<file path="config.mk">
export PLATFORM = sky130hd
export DESIGN_NAME = freq_div_ctrl
export DESIGN_NICKNAME = d
export VERILOG_FILES = /design/src/rtl/freq_div_ctrl.sv
export SDC_FILE = /design/constraint.sdc
export NUM_CORES = 1
export LEC_CHECK = 0
export BUFFER_PORTS_ARGS = -buffer_cell sky130_fd_sc_hd__buf_2
export CORE_ASPECT_RATIO = 0.9
export CORE_MARGIN = 2
export CORE_UTILIZATION = 65
export CTS_CLUSTER_SIZE = 28
export DETAILED_ROUTE_END_ITERATION = 8
export PLACE_DENSITY = 0.85
export SLEW_MARGIN = 15
export SYNTH_ARGS = -nofsm -noshare
export SYNTH_HDL_FRONTEND = slang
export SYNTH_SLANG_ARGS = --single-unit
</file>
<file path="constraint.sdc">
create_clock -name clk -period 10.9 [get_ports clk]
set_input_delay 2.18 -clock clk [delete_from_list [all_inputs] [get_ports clk]]
set_output_delay 2.18 -clock clk [all_outputs]
set_load 0.02 [all_outputs]
</file>
<file path="src/rtl/freq_div_ctrl.sv">
// freq_div_ctrl: programmable divider with handshaked reconfiguration applied at period wrap; FREQ_DIV_CTRL_HALF_EN adds half-cycle averaging
module freq_div_ctrl #(
  parameter int WIDTH = 8,
  parameter int RST_DIV = 4,
  parameter int RST_HIGH = 2
) (
  input  logic             clk,
  input  logic             rst,
  input  logic             enable,
  input  logic             cfg_valid,
  output logic             cfg_ready,
  input  logic [WIDTH-1:0] cfg_div,
  input  logic [WIDTH-1:0] cfg_high,
`ifdef FREQ_DIV_CTRL_HALF_EN
  input  logic             cfg_half,
`endif
  output logic             cfg_err,
  output logic             q_out,
  output logic             tick,
  output logic             active
);
`ifndef FREQ_DIV_CTRL_HALF_EN
  logic cfg_half;
  assign cfg_half = 1'b0;
`endif
  typedef enum logic [1:0] {IDLE, RUN, STOP} state_t;
  state_t state, state_n;
  logic [WIDTH-1:0] count, count_n, div, div_n, high, high_n, sh_div, sh_high;
  logic half, half_n, sh_half, phase, phase_n, pending, pending_n;
  logic hs, legal, load, apply, wrap, stretch_n, q_n, tick_n, err_n;
  logic [WIDTH:0] len, len_n, hi_n;
  assign cfg_ready = !pending;
  assign active = state != IDLE;
  assign hs = cfg_valid && cfg_ready;
  assign legal = cfg_div > WIDTH'(1) && cfg_high != '0 && cfg_high < cfg_div;
  assign len = {1'b0, div} + (WIDTH+1)'(half && phase);
  assign wrap = state != IDLE && {1'b0, count} + (WIDTH+1)'(1) == len;
  // state and datapath registers
  always_ff @(posedge clk)
    if (rst) begin
      state <= IDLE;
      count <= '0;
      div <= WIDTH'(RST_DIV);
      high <= WIDTH'(RST_HIGH);
      half <= 1'b0;
      sh_div <= '0;
      sh_high <= '0;
      sh_half <= 1'b0;
      phase <= 1'b0;
      pending <= 1'b0;
      q_out <= 1'b0;
      tick <= 1'b0;
      cfg_err <= 1'b0;
    end else begin
      state <= state_n;
      count <= count_n;
      div <= div_n;
      high <= high_n;
      half <= half_n;
      sh_div <= hs && legal && state != IDLE ? cfg_div : sh_div;
      sh_high <= hs && legal && state != IDLE ? cfg_high : sh_high;
      sh_half <= hs && legal && state != IDLE ? cfg_half : sh_half;
      phase <= phase_n;
      pending <= pending_n;
      q_out <= q_n;
      tick <= tick_n;
      cfg_err <= err_n;
    end
  // run while enabled; a stop request lets the current period finish first
  always_comb
    state_n = state == IDLE ? (enable ? RUN : IDLE) : enable ? RUN : wrap ? IDLE : STOP;
  // next counter/config values and the registered outputs derived from them
  always_comb begin
    load = hs && legal && state == IDLE;
    apply = pending && (wrap || state == IDLE);
    div_n = load ? cfg_div : apply ? sh_div : div;
    high_n = load ? cfg_high : apply ? sh_high : high;
    half_n = load ? cfg_half : apply ? sh_half : half;
    pending_n = hs && legal && state != IDLE ? 1'b1 : apply ? 1'b0 : pending;
    count_n = state == IDLE || state_n == IDLE || wrap ? '0 : count + WIDTH'(1);
    phase_n = state_n == IDLE || load || apply ? 1'b0 : wrap ? half && !phase : phase;
    stretch_n = half_n && phase_n;
    len_n = {1'b0, div_n} + (WIDTH+1)'(stretch_n);
    hi_n = {1'b0, high_n} + (WIDTH+1)'(stretch_n);
    q_n = state_n != IDLE && {1'b0, count_n} < hi_n;
    tick_n = state_n != IDLE && {1'b0, count_n} + (WIDTH+1)'(1) == len_n;
    err_n = hs && !legal;
  end
endmodule
</file>
==> key figures, run 1 <==
Layout
  • N_diodes: 0
  • Total Nets Final: 474
  • Post-route cell area: 3600 µm²
  • Storage element area: 961 µm²
  • Multi-input gate area: 2240 µm²
  • P&R area growth vs syn: 7.55%
  • Share of layout cells above drive strength 1: 13.6%
  • Fillers: 385
  • Layout Cells excl Fill: 498

Hold path
  • Worst hold path cell count: 2
  • Hold Path End: half$_SDFF_PP0_
  • Worst hold path type: flip-flop to flip-flop
  • Hold path start: half$_SDFF_PP0_

Yosys
  • Synthesized Nets: 461
  • Post-synth EDFFs: 0
  • Synth Flop Type: dfxtp_1
  • Asr flop ratio synth: 0%
  • Top post-synthesis cells by area: dfxtp_1 (29%), nor2_1 (9.1%), ha_1 (8.2%), mux2i_1 (4.8%), xnor2_1 (4.4%)
  • Flops & latches, synth: 48
  • Largest area contributor in the synthesized netlist: dfxtp_1
  • Synth warn: 0
  • Synthesized cell area: 3350 µm²
  • Distinct cells, synth: 65
  • Proportion of netlist area held by the largest area contributor: 28.7%
  • Register area share after synthesis: 28.7%
  • Syn avg cell area: 7.99 µm²
  • Cells after Synth: 419

STA
  • Unrepaired setup endpoints after global routing: no
  • Final WS setup: 4.81 ns
  • Final hold violations: 0
  • Slew Limit Fails: 0
  • Fin Setup TNS: 0 ns
  • Worst Max-Slew Pin Slew: 1.08 ns
  • Final min period: 6.09 ns
  • Clock Skew: 0.00887 ns
  • Achievable Freq: 164 MHz
  • Setup-failing EPs final: 0
  • Final period util: 55.9%
  • Rel. slew slack: 27.7%

Placement
  • Hpwl dp: 6180 µm
  • Post-place setup slack: 4.62 ns
  • Placed cell areas: 3460 µm²
  • Cell Count Post-Placement: 490
  • GPL Wtd Cong: 0.941
  • # port buffers: 24

Drt
  • Drt drc: 0
  • Final WL: 8470 µm
  • Vias per cell: 6.21
  • Detailed Routing Iterations Pass 1: 5
  • Via count: 3091
  • Initial DRC count: 370
  • DRT antenna net count: 0
  • WL/cell: 17.0 µm

Floorplanning
  • Die Footprint: 5740 µm²
  • Initial core utilization: 68.4%
  • Die Wd: 79.7 µm
  • I/O pin cnt: 25
  • Die Ht: 72.1 µm
  • Core footprint: 4890 µm²
  • # rows: 24

Clock network
  • Clock Path Buffers: 2
  • Clk Latency, worst-skew pair: 0.31 ns
  • Hold Buf Count CTS: 0
  • Setup bufs post-CTS: 0
  • CTS tree: done
  • Clk sinks: 48
  • Htree depth: 2
  • CTS Buf Count: 5
  • Clock slew at reported path FFs: 0.09 ns
  • Root Driver: clkbuf_8
  • CTS resizes: 0

Job
  • Max-Cap Viols: 0

GRT
  • First-pass GRT wire length: 13800 µm
  • Global Route met3 Usage: 5.22%
  • Antenna violations before repair: 0
  • Layer with the highest usage: met2
  • Grt met2 use: 53.1%
  • Number of global-route vias before repair: 3001
  • All-Layer GR Usage: 30.9%
  • Maximum number of pins on one net before global-route repair: 42
  • Congestion Overflow GR: 0
  • Met1 GRT Util: 39.1%

Critical path
  • CP cell instances: buf_2 -> inv_1 -> ha_1 -> a221o_1 -> a2111oi_2 -> and2_1 -> nor2_1 -> mux2i_1 -> a21boi_0 -> ha_1 -> nor3b_2 -> nand3_2 -> or4_1 -> nand3b_1 -> nor4_2
  • Reg2reg path depth: 19
  • Startpoint class of the critical path: primary input
  • Max incr delay on CP: 0.92 ns
  • CP Class: primary input to flip-flop
  • Most frequent CP cell: ha_1
  • Critical path's slowest cell: and2_1
  • Worst endpoint required time: 11.10 ns
  • Worst Path Max Fanout: 31
  • Worst flop-to-flop path endpoint: q_out$_SDFF_PP0_
  • FF-to-FF setup slack: 5.78 ns
  • WP data arrival: 6.29 ns
  • Reg2reg start: count[0]$_SDFF_PP0_
  • CP Capture Type: flip-flop

Status
  • Outcome: finished, final reports clean

Pwr
  • Total Power: 441 µW
  • Peak supply drop: 83.9 µV
  • Static Leak: 0.00147 µW
  • Pwr per Cell Area: 123 nW/µm²
how the worst max path moves through the flow:
| stage | from | to | slack (ns) | cells past startpoint |
|---|---|---|---|---|
| 2_1_floorplan | cfg_div[7] | q_out$_SDFF_PP0_ | 5.16 | 18 |
| 3_3_place_gp | cfg_div[7] | tick$_SDFF_PP0_ | 4.73 | 15 |
| 3_5_place_dp | cfg_div[7] | tick$_SDFF_PP0_ | 4.62 | 15 |
| 4_1_cts | cfg_div[7] | tick$_SDFF_PP0_ | 4.91 | 15 |
| 5_1_grt | cfg_div[2] | tick$_SDFF_PP0_ | 4.46 | 16 |
| 6_report | cfg_div[7] | tick$_SDFF_PP0_ | 4.81 | 15 |
metal layers:
metal | routed length [µm] | part of all wire [%] | vias up
met1 | 3690 | 44 | 1462
li1 | - | - | 1491
met3 | 611 | 7.2 | 15
met4 | 137 | 1.6 | 0
met5 | 0 | 0 | -
met2 | 4030 | 48 | 123
cell usage in the layout (no fill, tap or decap), types with 9 or more instances in the layout:
cell / netlist / layout
a21oi_1: 23 / 23
buf_2: 3 / 24
dfxtp_1: 48 / 48
ha_1: 22 / 22
inv_1: 14 / 14
mux2i_1: 16 / 16
nand2_1: 38 / 38
nor2_1: 81 / 81
nor2b_1: 9 / 9
nor3_1: 10 / 10
xnor2_1: 17 / 17
xor2_1: 15 / 15
where the power goes:
group | internal [µW] | switching, µW | total [µW]
Combinational | 35.9 | 57.5 | 93.4
Clock | 92.4 | 64.5 | 157
Sequential | 184 | 7.31 | 191
Total | 312 | 129 | 441
per-stage QoR:
stage | util, % | hold slack, ns
after global placement | 70.8 | 0.470
final | 73.6 | 0.499
after CTS | 73.6 | 0.502
after detailed placement | 70.8 | 0.483
after floorplan | - | 0.447
after global routing | 73.6 | 0.535
logic make-up after synthesis:
group / count (synthesis) / share of synthesized area [%]
muxes: 19 / 5.90
adders and majority gates: 22 / 8.22
DFF: 48 / 28.7
buffers and inverters: 33 / 4.37
AOI/OAI and AO/OA: 74 / 16.1
xor gates and xnor gates: 34 / 9.34
and+or+nand+nor: 189 / 27.4
layout make-up:
cell class	count	share of cell area [%]
inverter	14	1.46
multi-input combinational	338	62.2
tap	65	2.26
sequential	48	26.7
timing repair buffer	25	3.54
clock buffer	5	1.91
clock inverter	3	1.91
flip-flops by register name, indices dropped and copies added, names as in the netlist:
register	count
sh_high	8
tick	1
high	8
half	1
div	8
state	2
phase	1
pending	1
sh_div	8
count	8
cfg_err	1
q_out	1
cells in the mapped netlist, drive strengths merged (6+ instances only):
cell type   n
buf         9
dfxtp      48
a21oi      23
xnor2      19
and2        6
nor2b       9
ha         22
nor2       82
inv        14
xor2       15
nor4        8
nor3       10
nand2      38
clkbuf     10
nand3      10
mux2i      16
o21ai      13
worst max-delay path: cells and delay by family:
family                     cells  cell delay [ns]
adders and majority gates      2             0.54
muxes                          1             0.24
and+or+nand+nor                7             2.10
buffers and inverters          2             0.16
AOI/OAI and AO/OA              3             1.07
No activity file was read; power rests on OpenSTA's default activity.
==> run 2: changes to the inputs <==
--- a/config.mk
+++ b/config.mk
@@ -5,13 +5,14 @@
 export SDC_FILE = /design/constraint.sdc
 export NUM_CORES = 1
 export LEC_CHECK = 0
+export ABC_AREA = 1
 export BUFFER_PORTS_ARGS = -buffer_cell sky130_fd_sc_hd__buf_2
 export CORE_ASPECT_RATIO = 0.9
 export CORE_MARGIN = 2
-export CORE_UTILIZATION = 65
+export CORE_UTILIZATION = 61
 export CTS_CLUSTER_SIZE = 28
 export DETAILED_ROUTE_END_ITERATION = 8
-export PLACE_DENSITY = 0.85
+export PLACE_DENSITY = 0.8
 export SLEW_MARGIN = 15
 export SYNTH_ARGS = -nofsm -noshare
 export SYNTH_HDL_FRONTEND = slang
==> constraint.sdc (replaced) <==
create_clock -name clk -period 6.04 [get_ports clk]
set_input_delay 1.208 -clock clk [delete_from_list [all_inputs] [get_ports clk]]
set_output_delay 1.208 -clock clk [all_outputs]
set_load 0.02 [all_outputs]
==> run 2 against run 1 <==
- total power increased by 63%
- routed wire length increased by 5.0%
- critical path type unchanged
- hold slack got worse by 0.037 ns
- sequential share of layout area decreased by 1.2 points
- critical path depth increased by 12
==> key figures, run 2 <==
Clock network
  • Setup bufs post-CTS: 0 (unchanged)
  • CTS tree: done (unchanged)
  • CTS resizes: 0 (unchanged)
  • Clk sinks: 48 (unchanged)
  • Clk Latency, worst-skew pair: 0.30 ns (was 0.31 ns)
  • Htree depth: 2 (unchanged)
  • CTS Buf Count: 5 (unchanged)
  • Clock Path Buffers: 2 (unchanged)
  • Clock slew at reported path FFs: 0.10 ns (was 0.09 ns)
  • Hold Buf Count CTS: 0 (unchanged)
  • Root Driver: clkbuf_8 (unchanged)

GRT
  • First-pass GRT wire length: 15200 µm (was 13800 µm)
  • Number of global-route vias before repair: 3368 (was 3001)
  • Antenna violations before repair: 0 (unchanged)
  • All-Layer GR Usage: 28.9% (was 30.9%)
  • Maximum number of pins on one net before global-route repair: 29 (was 42)
  • Congestion Overflow GR: 0 (unchanged)

STA
  • Final hold violations: 0 (unchanged)
  • Unrepaired setup endpoints after global routing: no (unchanged)
  • Fin Setup TNS: 0 ns (unchanged)
  • Achievable Freq: 205 MHz
  • Final min period: 4.88 ns
  • Worst Max-Slew Pin Slew: 0.686 ns (was 1.08 ns)
  • Clock Skew: 0.00785 ns (was 0.00887 ns)
  • Final period util: 80.8%
  • Slew Limit Fails: 0 (unchanged)
  • Rel. slew slack: 53.8% (was 27.7%)
  • Setup-failing EPs final: 0 (unchanged)

Drt
  • Drt drc: 0 (unchanged)
  • Detailed Routing Iterations Pass 1: 5 (unchanged)
  • Via count: 3646 (was 3091)
  • WL/cell: 13.6 µm (was 17.0 µm)
  • Vias per cell: 5.56 (was 6.21)
  • DRT antenna net count: 0 (unchanged)
  • Final WL: 8890 µm (was 8470 µm)
  • Initial DRC count: 371 (was 370)

Yosys
  • Flops & latches, synth: 48 (unchanged)
  • Synthesized cell area: 3540 µm² (was 3350 µm²)
  • Distinct cells, synth: 46 (was 65)
  • Synth Flop Type: dfxtp_1 (unchanged)
  • Proportion of netlist area held by the largest area contributor: 27.1% (was 28.7%)
  • Cells after Synth: 567 (was 419)
  • Top post-synthesis cells by area: dfxtp_1 (27%), nand2_1 (15%), nor2_1 (8.6%), inv_1 (8.3%), ha_1 (7.8%) (was dfxtp_1 (29%), nor2_1 (9.1%), ha_1 (8.2%), mux2i_1 (4.8%), xnor2_1 (4.4%))
  • Asr flop ratio synth: 0% (unchanged)
  • Post-synth top cells: nand2_1 (146), nor2_1 (81), inv_1 (78), dfxtp_1 (48), nand3_1 (36) (was nor2_1 (81), dfxtp_1 (48), nand2_1 (38), a21oi_1 (23), ha_1 (22))
  • Cell with the most instances after synthesis: nand2_1 (was nor2_1)
  • Synth warn: 0 (unchanged)
  • Syn avg cell area: 6.25 µm² (was 7.99 µm²)
  • Synthesized Nets: 609 (was 461)
  • Largest area contributor in the synthesized netlist: dfxtp_1 (unchanged)
  • Register area share after synthesis: 27.1% (was 28.7%)
  • Post-synth EDFFs: 0 (unchanged)

Floorplanning
  • Initial core utilization: 62.6% (was 68.4%)
  • Die Ht: 76.3 µm (was 72.1 µm)
  • Die Wd: 84.4 µm (was 79.7 µm)
  • # rows: 26 (was 24)
  • Die Footprint: 6440 µm² (was 5740 µm²)
  • Core footprint: 5660 µm² (was 4890 µm²)
  • I/O pin cnt: 25 (unchanged)

Layout
  • Total Nets Final: 627 (was 474)
  • Commonest non-fill, non-tap cells in the layout: nand2_1 (146), nor2_1 (81), inv_1 (78), dfxtp_1 (48), nand3_1 (36) (was nor2_1 (81), dfxtp_1 (48), nand2_1 (38), buf_2 (24), a21oi_1 (23))
  • Most common cell after layout, fill and taps aside: nand2_1 (was nor2_1)
  • Storage element area: 961 µm² (unchanged)
  • Share of layout cells above drive strength 1: 13.0% (was 13.6%)
  • N_diodes: 0 (unchanged)
  • P&R area growth vs syn: 6.39% (was 7.55%)
  • Multi-input gate area: 2190 µm² (was 2240 µm²)
  • Fillers: 559 (was 385)

Critical path
  • Reg2reg path depth: 28 (was 19)
  • Reg2reg start: count[0]$_SDFF_PP0_ (unchanged)
  • CP Capture Type: flip-flop (unchanged)
  • CP Buf/Inv Count: 3 (was 2)
  • Max incr delay on CP: 0.39 ns (was 0.92 ns)
  • Worst flop-to-flop path endpoint: q_out$_SDFF_PP0_ (unchanged)
  • Worst endpoint required time: 6.24 ns (was 11.10 ns)
  • Cell family with most CP delay: simple AND/OR/NAND/NOR gates (unchanged)
  • WP data arrival: 5.08 ns (was 6.29 ns)
  • Startpoint class of the critical path: primary input (unchanged)
  • Most frequent CP cell: nand2_1 (was ha_1)
  • FF-to-FF setup slack: 1.59 ns (was 5.78 ns)
  • CP Class: primary input to flip-flop (unchanged)
  • Critical path's slowest cell: inv_1 (was and2_1)
  • Worst Path Max Fanout: 28 (was 31)

Hold path
  • Hold Path End: sh_div[0]$_SDFFE_PP0P_ (was half$_SDFF_PP0_)
  • Worst hold path type: flip-flop to flip-flop (unchanged)
  • Hold path start: sh_div[0]$_SDFFE_PP0P_ (was half$_SDFF_PP0_)
  • Worst hold path cell count: 2 (unchanged)

Pwr
  • Peak supply drop: 148 µV (was 83.9 µV)
  • Total Power: 718 µW (was 441 µW)
  • Combinational power share: 24.1% (was 21.2%)
  • Seq pwr share: 48.3% (was 43.3%)
  • Static Leak: 0.00187 µW (was 0.00147 µW)
  • Int Pwr: 474 µW (was 312 µW)
  • Pwr per Cell Area: 190 nW/µm² (was 123 nW/µm²)
  • Switching share of total power: 33.9% (was 29.3%)
  • Clock power frac: 27.6% (was 35.5%)
  • P_sw: 243 µW (was 129 µW)

Placement
  • # port buffers: 24 (unchanged)
  • Hpwl dp: 6950 µm (was 6180 µm)
  • GPL Wtd Cong: 0.943 (was 0.941)

Status
  • Outcome: finished, final reports clean (unchanged)

Job
  • Max-Cap Viols: 0 (unchanged)
==> run 2: changes by cell type after synthesis, moves of 6 or more <==
cell / before / now
xnor2_1: 17 / 2
nor3_1: 10 / 2
nand3_1: 7 / 36
nand2_2: 0 / 10
nand2_1: 38 / 146
mux2i_1: 16 / 0
inv_1: 14 / 78
xor2_1: 15 / 6
inv_2: 0 / 6
o21ai_0: 6 / 30
nor2b_1: 9 / 0
==> run 2: through the flow <==
| stage | instances | utilization, % | setup WS (ns) | cell area [µm²] | hold slack, ns |
|---|---|---|---|---|---|
| after floorplan | 567 | - | 1.68 | 3540 | 0.425 |
| after global placement | 648 | 65.1 | 1.11 | 3680 | 0.444 |
| after detailed placement | 648 | 65.1 | 0.916 | 3680 | 0.452 |
| after CTS | 656 | 66.6 | 1.22 | 3770 | 0.466 |
| after global routing | 656 | 66.6 | 0.777 | 3770 | 0.483 |
| final | 656 | 66.6 | 1.16 | 3770 | 0.463 |
==> run 2: cells by family (layout without fill, tap and decap cells) <==
| logic type | after synthesis | in the layout | synth area share, % |
|---|---|---|---|
| xor+xnor | 8 | 8 | 1.98 |
| fa+ha+maj | 22 | 22 | 7.77 |
| compound gates | 75 | 75 | 12.3 |
| flops | 48 | 48 | 27.1 |
| simple gates | 315 | 315 | 39.8 |
| buf+inv | 99 | 118 | 11.1 |
==> run 2: worst register-to-register path, delay by kind of cell (launching register included) <==
kind / cells / cell delay, ns
DFF: 1 / 0.55
xor gates and xnor gates: 1 / 0.18
AOI/OAI and AO/OA: 6 / 0.87
buffers and inverters: 1 / 0.05
adders and majority gates: 4 / 1.01
and+or+nand+nor: 16 / 1.74
==> run 2: per-layer routing <==
layer  routed length, µm  vias to the layer above  track usage [%]
li1                    -                     1841                -
met1                3930                     1642             38.2
met2                4230                      148             49.1
met3                 620                       15             4.23
met4                 119                        0             7.94
met5                   0                        -                0
==> run 2: cell type report <==
cell class / instances / area share (%)
Tap cell: 70 / 2.32
Sequential cell: 48 / 25.5
Inverter: 86 / 8.56
Clock inverter: 2 / 0.431
Multi-Input combinational cell: 420 / 58.1
Timing Repair Buffer: 24 / 3.19
Clock buffer: 6 / 1.92
==> run 2: worst max-delay path by stage <==
stage	startpoint	to	slack, ns	cells after the start
6_report	cfg_div[1]	q_out$_SDFF_PP0_	1.16	27
5_1_grt	cfg_div[1]	q_out$_SDFF_PP0_	0.78	27
4_1_cts	cfg_div[1]	q_out$_SDFF_PP0_	1.22	27
3_5_place_dp	cfg_div[1]	q_out$_SDFF_PP0_	0.92	27
3_3_place_gp	cfg_div[1]	q_out$_SDFF_PP0_	1.11	27
2_1_floorplan	cfg_div[1]	q_out$_SDFF_PP0_	1.68	26
==> run 2: power groups by stage <==
stage	logic [µW]	registers [µW]	clock network, µW
6_report	173	347	198
5_1_grt	197	349	210
4_1_cts	171	346	199
3_5_place_dp	169	354	0
3_3_place_gp	163	353	0
2_1_floorplan	127	351	0
